## config.mk

```make
export PLATFORM = sky130hd
export DESIGN_NAME = sha3_pad_packer
export DESIGN_NICKNAME = d
export VERILOG_FILES = /design/src/rtl/sha3_pad_packer.sv
export SDC_FILE = /design/constraint.sdc
export NUM_CORES = 1
export LEC_CHECK = 0
export BUFFER_PORTS_ARGS = -buffer_cell sky130_fd_sc_hd__buf_4
export CAP_MARGIN = 0
export CORE_AREA = 2 2 58 60
export DETAILED_ROUTE_END_ITERATION = 10
export DIE_AREA = 0 0 60 62
export PLACE_DENSITY = 0.75
export SYNTH_ARGS = -nofsm -noshare
export SYNTH_HDL_FRONTEND = slang
export SYNTH_SLANG_ARGS = --single-unit
```

## constraint.sdc

```tcl
create_clock -name ACLK -period 2.1 [get_ports ACLK]
set_clock_uncertainty 0.05 [all_clocks]
set_input_delay 0.315 -clock ACLK [delete_from_list [all_inputs] [get_ports ACLK]]
set_output_delay 0.315 -clock ACLK [all_outputs]
set_load 0.05 [all_outputs]
```

## src/rtl/sha3_pad_packer.sv

```systemverilog
// SHA3 pad10*1 packer: turns a byte-granular 16-bit message stream into
// rate-sized blocks of 16-bit words with the domain suffix and final 0x80 applied.
module sha3_pad_packer #(
    parameter int         WIDTH  = 16,
    parameter logic [7:0] DOMAIN = 8'h06
) (
    input  logic             ACLK,
    input  logic             ARESETn,
    input  logic [WIDTH-1:0] s_tdata,
    input  logic [1:0]       s_tkeep,
    input  logic [1:0]       s_tuser,
    input  logic             s_tlast,
    input  logic             s_tvalid,
    output logic             s_tready,
    output logic [WIDTH-1:0] m_tdata,
    output logic [1:0]       m_tuser,
    output logic             m_tlast,
    output logic             m_tid,
    output logic             m_tvalid,
    input  logic             m_tready
);

    typedef enum logic [1:0] {
        ST_IDLE = 2'd0,
        ST_DATA = 2'd1,
        ST_PAD  = 2'd2
    } state_t;

    state_t           r_state;
    logic [1:0]       r_mode;
    logic [6:0]       r_wcnt;
    logic             r_pad_first;
    logic [WIDTH-1:0] r_m_tdata;
    logic [1:0]       r_m_tuser;
    logic             r_m_tlast;
    logic             r_m_tid;
    logic             r_m_tvalid;

    logic [1:0]       w_mode;
    logic             w_rate_last;
    logic             w_out_free;
    logic             w_in_hs;
    logic             w_load;
    logic [WIDTH-1:0] w_base;
    logic [WIDTH-1:0] w_word;
    logic             w_final;
    state_t           w_state_nxt;
    logic             w_pad_first_nxt;

    // Rate of the sponge in 16-bit words for each digest size.
    function automatic logic [6:0] rate_words(input logic [1:0] mode);
        case (mode)
            2'd0:    return 7'd72;
            2'd1:    return 7'd68;
            2'd2:    return 7'd52;
            2'd3:    return 7'd36;
            default: return 7'd72;
        endcase
    endfunction

    // Handshake qualifiers; the output register is free when empty or draining.
    always_comb begin
        w_out_free = !r_m_tvalid || m_tready;
        w_in_hs    = s_tvalid && s_tready;
        if (r_state == ST_PAD) begin
            w_load = w_out_free;
        end else begin
            w_load = w_in_hs;
        end
    end

    assign s_tready = ARESETn && (r_state != ST_PAD) && w_out_free;

    // Next output word, block-final flag and next state for the word being loaded.
    always_comb begin
        // In IDLE the beat being accepted opens a message, so its own tuser rules.
        if (r_state == ST_IDLE) begin
            w_mode = s_tuser;
        end else begin
            w_mode = r_mode;
        end
        w_rate_last     = (r_wcnt == (rate_words(w_mode) - 7'd1));
        w_base          = s_tdata;
        w_word          = s_tdata;
        w_final         = 1'b0;
        w_state_nxt     = ST_DATA;
        w_pad_first_nxt = 1'b0;
        if (r_state == ST_PAD) begin
            if (r_pad_first) begin
                w_base = {8'h00, DOMAIN};
            end else begin
                w_base = 16'h0000;
            end
            if (w_rate_last) begin
                w_word      = w_base | 16'h8000;
                w_final     = 1'b1;
                w_state_nxt = ST_IDLE;
            end else begin
                w_word      = w_base;
                w_state_nxt = ST_PAD;
            end
        end else if (!s_tlast) begin
            w_word      = s_tdata;
            w_state_nxt = ST_DATA;
        end else if (s_tkeep[1]) begin
            // Full last word: the domain byte opens the following word.
            w_word          = s_tdata;
            w_state_nxt     = ST_PAD;
            w_pad_first_nxt = 1'b1;
        end else begin
            if (s_tkeep[0]) begin
                w_base = {DOMAIN, s_tdata[7:0]};
            end else begin
                w_base = {8'h00, DOMAIN};
            end
            if (w_rate_last) begin
                w_word      = w_base | 16'h8000;
                w_final     = 1'b1;
                w_state_nxt = ST_IDLE;
            end else begin
                w_word      = w_base;
                w_state_nxt = ST_PAD;
            end
        end
    end

    // Control state, word position and registered output stage.
    always_ff @(posedge ACLK or negedge ARESETn) begin
        if (!ARESETn) begin
            r_state     <= ST_IDLE;
            r_mode      <= 2'd0;
            r_wcnt      <= 7'd0;
            r_pad_first <= 1'b0;
            r_m_tdata   <= '0;
            r_m_tuser   <= 2'd0;
            r_m_tlast   <= 1'b0;
            r_m_tid     <= 1'b0;
            r_m_tvalid  <= 1'b0;
        end else if (w_load) begin
            if (r_state == ST_IDLE) begin
                r_mode <= s_tuser;
            end
            r_state     <= w_state_nxt;
            r_pad_first <= w_pad_first_nxt;
            r_wcnt      <= w_rate_last ? 7'd0 : (r_wcnt + 7'd1);
            r_m_tdata   <= w_word;
            r_m_tuser   <= w_mode;
            r_m_tlast   <= w_rate_last;
            r_m_tid     <= w_final;
            r_m_tvalid  <= 1'b1;
        end else if (m_tready) begin
            r_m_tvalid <= 1'b0;
        end
    end

    assign m_tdata  = r_m_tdata;
    assign m_tuser  = r_m_tuser;
    assign m_tlast  = r_m_tlast;
    assign m_tid    = r_m_tid;
    assign m_tvalid = r_m_tvalid;

endmodule
```

After elaboration in Yosys (flattened, before gate mapping)
Index checks and enable logic that the tools add are counted.

word-level totals
  register bits after elaboration = 31
  output and inout bits = 22
  logic and storage cells = 48

operators by class
  $add $sub $neg = 2
  equal/unequal tests = 6
  mux-type cells = 24
  reduce and logical (&&, ||, !) cells = 8

operators with widths
  cell                   number
  $mux W16               5
  $pmux W7 S4            1
  $mux W11               1
  $mux W1                10
  $mux W2                5
  $add A7 B1 Y7 const B  1
  $eq A7 B7 Y1           1
  $mux W7                1
  $sub A7 B1 Y7 const B  1
  $eq A2 B2 Y1 const B   3
  $logic_not A2 Y1       2
  $logic_and A1 B1 Y1    3
  $mux W3                1
  $eq A2 B1 Y1 const B   1
  $ne A2 B2 Y1 const B   1
  $reduce_bool A2 Y1     1
  $logic_not A1 Y1       1
  $logic_or A1 B1 Y1     1

Longest topological paths before layout
  word-level depth = 10
  mapped depth = 8
  gate-level depth less buffers = 6

Worst setup path before layout
OpenSTA, ideal clock, no wires.

  kind = register to register
  start = register m_tuser[1] (netlist name)
  end = register r_m_tlast, in the netlist m_tlast
  data arrival time = 1,874 ps
  required time = 1,983 ps
  path slack = 109 ps
  cell stages (with the launch flop) = 6
  clock period less this slack = 1,991 ps
  path through = dfrtp_1 o21ai_0 a2111oi_4 o221ai_2 a21oi_4 mux2_2

RTL lines
  element                 line  source
  end signal: assignment  148   r_m_tlast <= w_rate_last;
  end: declaration        35    logic r_m_tlast;

Worst setup path in the final report
  start = register r_state[1]
  end = register r_m_tlast, in the netlist m_tlast

on the way
  cells in the longest elaborated chain, start to end = 6

RTL lines
  element                                     line  source
  start: declaration                          29    state_t r_state;
  start signal: assignment                    143   r_state <= w_state_nxt;
  $logic_not A2 Y1                            77    if (r_state == ST_IDLE) begin
  $mux W2                                     --
  $eq A2 B2 Y1, or another cell as far along  52    case (mode)
  $pmux W7 S4                                 52
  $sub A7 B1 Y7                               82    w_rate_last = (r_wcnt == (rate_words(w_mode) - 7'd1));
  $eq A7 B7 Y1                                82

Several ways; a longest one is shown, not always the timed one. The select of a mux whose other input is x is not followed.
A chain may end at the register's enable or synchronous reset.

==> impl_metrics.py <==
metrics = {
    "run_status": {
        "outcome": "finished clean",
    },
    "floorplan": {
        "coreArea_mm2": 0.00318,
        "start_util_pct": 46.8,
        "chipWidth_um": 60,
        "rows": 21,
        "die_h_um": 62,
        "io-pin-count": 47,
        "dieArea_mm2": 0.00372,
    },
    "clocking": {
        "path_clk_slew_ns": 0.10,
        "worst_skew_pair.late_latency_ns": 0.34,
        "max-clock-path-buffers": 2,
        "cts_root_buf": "clkbuf_4",
        "cts_tree": "yes",
        "cts.sinks": 31,
        "htreeDepth": 2,
        "post_cts_buffers": 0,
        "numCtsBuffers": 5,
    },
    "routing": {
        "avgViaCountPerCell": 5.15,
        "detail-route-antenna-nets": 0,
        "routed_wl_um": 3490,
        "firstDrtPassIters": 4,
        "drt-initial-drc-count": 68,
        "route.detailed.drc": 0,
        "vias": 1293,
        "avgRoutedWirePerCell_um": 13.9,
    },
    "worst_hold_path": {
        "hold_class": "in2reg",
    },
    "power": {
        "p_sw_mw": 1.52,
        "power.total_mw": 3.10,
        "p_sw_share_pct": 49.0,
        "peakVddDrop_mv": 0.740,
        "combPwrFrac_pct": 55.1,
        "p_seq_share_pct": 34.0,
        "p_leak_nw": 0.979,
        "p_per_area_mw_per_mm2": 1550,
        "power_frac_clock_pct": 10.9,
        "p_int_mw": 1.58,
    },
    "sta": {
        "period_needed_ns": 1.99,
        "report.final.slew_viol_count": 0,
        "setup_tns_ns": 0,
        "worst_slack_ns": 0.113,
        "setup_viol": 0,
        "clock.fmax_mhz": 503,
        "slew-limit-headroom_pct": 56.4,
        "tightest_slew_ns": 0.649,
        "fin_crit_sh_pct": 94.6,
        "hold_viol": 0,
    },
    "global_route": {
        "grt_first_pass_wirelength_um": 5870,
        "grt_pass1_vias": 1231,
        "grt_usage_pct": 22.1,
        "grt_overflow_total": 0,
        "grt_max_degree": 32,
        "antenna_found_initial": 0,
    },
    "synth": {
        "avgSynthCellArea_um2": 9.92,
        "yosys_warnings": 0,
        "syn-num-nets": 176,
        "netlist_area_mm2": 0.00149,
        "ys_ff_latch": 31,
        "ys_types": 31,
        "synth_cells": 150,
        "ys_seq_area_share_pct": 52.1,
    },
    "worst_setup_path": {
        "crit_buf_inv": 0,
        "crit_fanout": 10,
        "critical_path.max_stage_delay_ns": 0.46,
        "cp_slowest_cell": "dfrtp_1",
        "worstPathRequired_ns": 2.33,
        "cp-end-kind": "flop",
        "crit_arrival_ns": 2.22,
        "start_kind": "flop",
        "crit_chain": "or3b_4, a2111oi_4, o221ai_2, a21oi_4, mux2_2",
        "path_delay_family": "compound AO/OA/AOI/OAI gates",
        "worstSetupPathType": "reg2reg",
    },
    "flow_run": {
        "max_cap_viol_count": 0,
    },
    "final_layout": {
        "fill_cells": 288,
        "antennaDiodeCount": 0,
        "area_growth_pct": 34.6,
        "final_net_count": 230,
        "drive_above_1_share_pct": 34.6,
    },
    "placed_design": {
        "gp_congestion": 0.767,
        "port_buffers": 46,
        "dp_worst_setup_slack_ns": 0.136,
        "dp_hpwl_um": 2530,
    },
}
## state kept, by name, summed over array words and instances (netlist names)
| name | count |
|---|---|
| r_wcnt | 7 |
| m_tid | 1 |
| r_state | 2 |
| m_tvalid | 1 |
| m_tdata | 16 |
| m_tuser | 2 |
| r_pad_first | 1 |
| m_tlast | 1 |
## worst paths after layout
path                                             start  cells past startpoint                     end  slack, ns
worst max-delay path            r_state[1]$_DFFE_PN0P_                      5     m_tlast$_DFFE_PN0P_       0.11
worst min-delay path                           s_tlast                      2  r_state[0]$_DFFE_PN0P_       0.13
worst max register to register  r_state[1]$_DFFE_PN0P_                      5     m_tlast$_DFFE_PN0P_       0.11
worst min register to register  m_tdata[9]$_DFFE_PN0P_                      2  m_tdata[9]$_DFFE_PN0P_       0.43
max in group asynchronous                      ARESETn                      4       m_tid$_DFFE_PN0P_       1.31
min in group asynchronous                      ARESETn                      4  m_tuser[0]$_DFFE_PN0P_       0.52
## per-stage QoR
stage / instance area [um2] / hold slack [ns] / utilization [%] / instances
global placement: 1920 / 0.324 / 60.4 / 241
floorplan: 1490 / -0.0306 / - / 150
finish: 2000 / 0.133 / 63.0 / 251
detailed placement: 1920 / 0.327 / 60.4 / 241
global route: 2000 / 0.117 / 63.0 / 251
CTS: 2000 / 0.118 / 62.9 / 251
## worst reg2reg max path: cells and delay by family, from the launching register on
kind               cells  cell delay (ns)
muxes                  1             0.21
AOI/OAI and AO/OA      3             0.77
DFF                    1             0.46
and+or+nand+nor        1             0.44
## cell families after synthesis
kind of cell               count (synthesis)  share of synthesized area [%]
muxes                                      4                           3.62
and+or+nand+nor                           66                           20.9
buffers and inverters                      9                           2.44
AOI/OAI and AO/OA                         39                           20.0
DFF                                       31                           52.1
adders and majority gates                  1                          0.841
## layer usage
metal	track usage (%)	share of wire, %	up-vias
li1	-	-	645
met1	27.6	44	613
met2	35.9	51	31
met3	7.66	4.5	4
met4	7.62	1.1	0
met5	0	0	-
## area by class of cell
cell class / count / area, um2 / area share [%]
Inverter: 2 / 7.51 / 0.375
Tap cell: 46 / 57.6 / 2.88
Multi-Input combinational cell: 110 / 678 / 33.9
Clock buffer: 7 / 45.0 / 2.25
Sequential cell: 31 / 776 / 38.8
Clock inverter: 1 / 5.00 / 0.250
Timing Repair Buffer: 54 / 433 / 21.6
## placed cells by master (no fill, tap or decap), types with 2 or more instances in the layout
master	instances
and2_1	2
a31o_2	2
o21ai_0	9
a22o_1	6
nor2_1	13
nor2b_1	2
a21oi_1	10
buf_12	2
mux2i_1	2
nand2_1	27
buf_4	51
clkbuf_1	2
o41ai_1	2
o22ai_1	2
dfrtp_1	31
clkbuf_4	5
nand3_1	12
a21o_1	2
inv_1	2
nand2b_1	4
## timing repair
item,4_1_cts,5_1_grt
setup endpoints to repair,0,2
hold buffers,2,0
endpoints found under the hold margin,31,0
resized for setup,0,2
## cells in the mapped netlist
cell | n | area [um2]
ha_1 | 1 | 12.5
o221ai_2 | 1 | 15.0
a2111oi_4 | 1 | 27.5
mux2_2 | 1 | 11.3
and2_1 | 2 | 12.5
nor3_1 | 1 | 5.00
o41ai_2 | 1 | 16.3
dfrtp_1 | 31 | 776
a22o_1 | 6 | 52.6
or3b_4 | 1 | 11.3
a21oi_1 | 10 | 50.1
o41ai_1 | 2 | 17.5
a21o_1 | 2 | 15.0
nand2_1 | 27 | 101
clkbuf_1 | 5 | 18.8
nor4_2 | 1 | 12.5
a31o_2 | 2 | 17.5
and2_2 | 1 | 7.51
nor2b_1 | 3 | 18.8
and4_1 | 1 | 8.76
o21ai_0 | 10 | 50.1
o31ai_1 | 1 | 7.51
buf_2 | 2 | 10.0
nor2_1 | 13 | 48.8
o22ai_1 | 2 | 12.5
mux2i_4 | 1 | 22.5
inv_1 | 2 | 7.51
nand2b_1 | 4 | 25.0
nand3_1 | 12 | 60.1
a21oi_4 | 1 | 16.3
mux2i_1 | 2 | 20.0
## power by group through the flow
| stage | Clock (mW) | Sequential [mW] | Combinational, mW |
|---|---|---|---|
| 2_1_floorplan | 0 | 1.52 | 0.704 |
| 3_3_place_gp | 0 | 1.04 | 1.66 |
| 3_5_place_dp | 0 | 1.06 | 1.71 |
| 4_1_cts | 0.346 | 1.05 | 1.71 |
| 5_1_grt | 0.373 | 1.09 | 1.84 |
| 6_report | 0.336 | 1.05 | 1.71 |
Power figures use the tool's default switching activity.
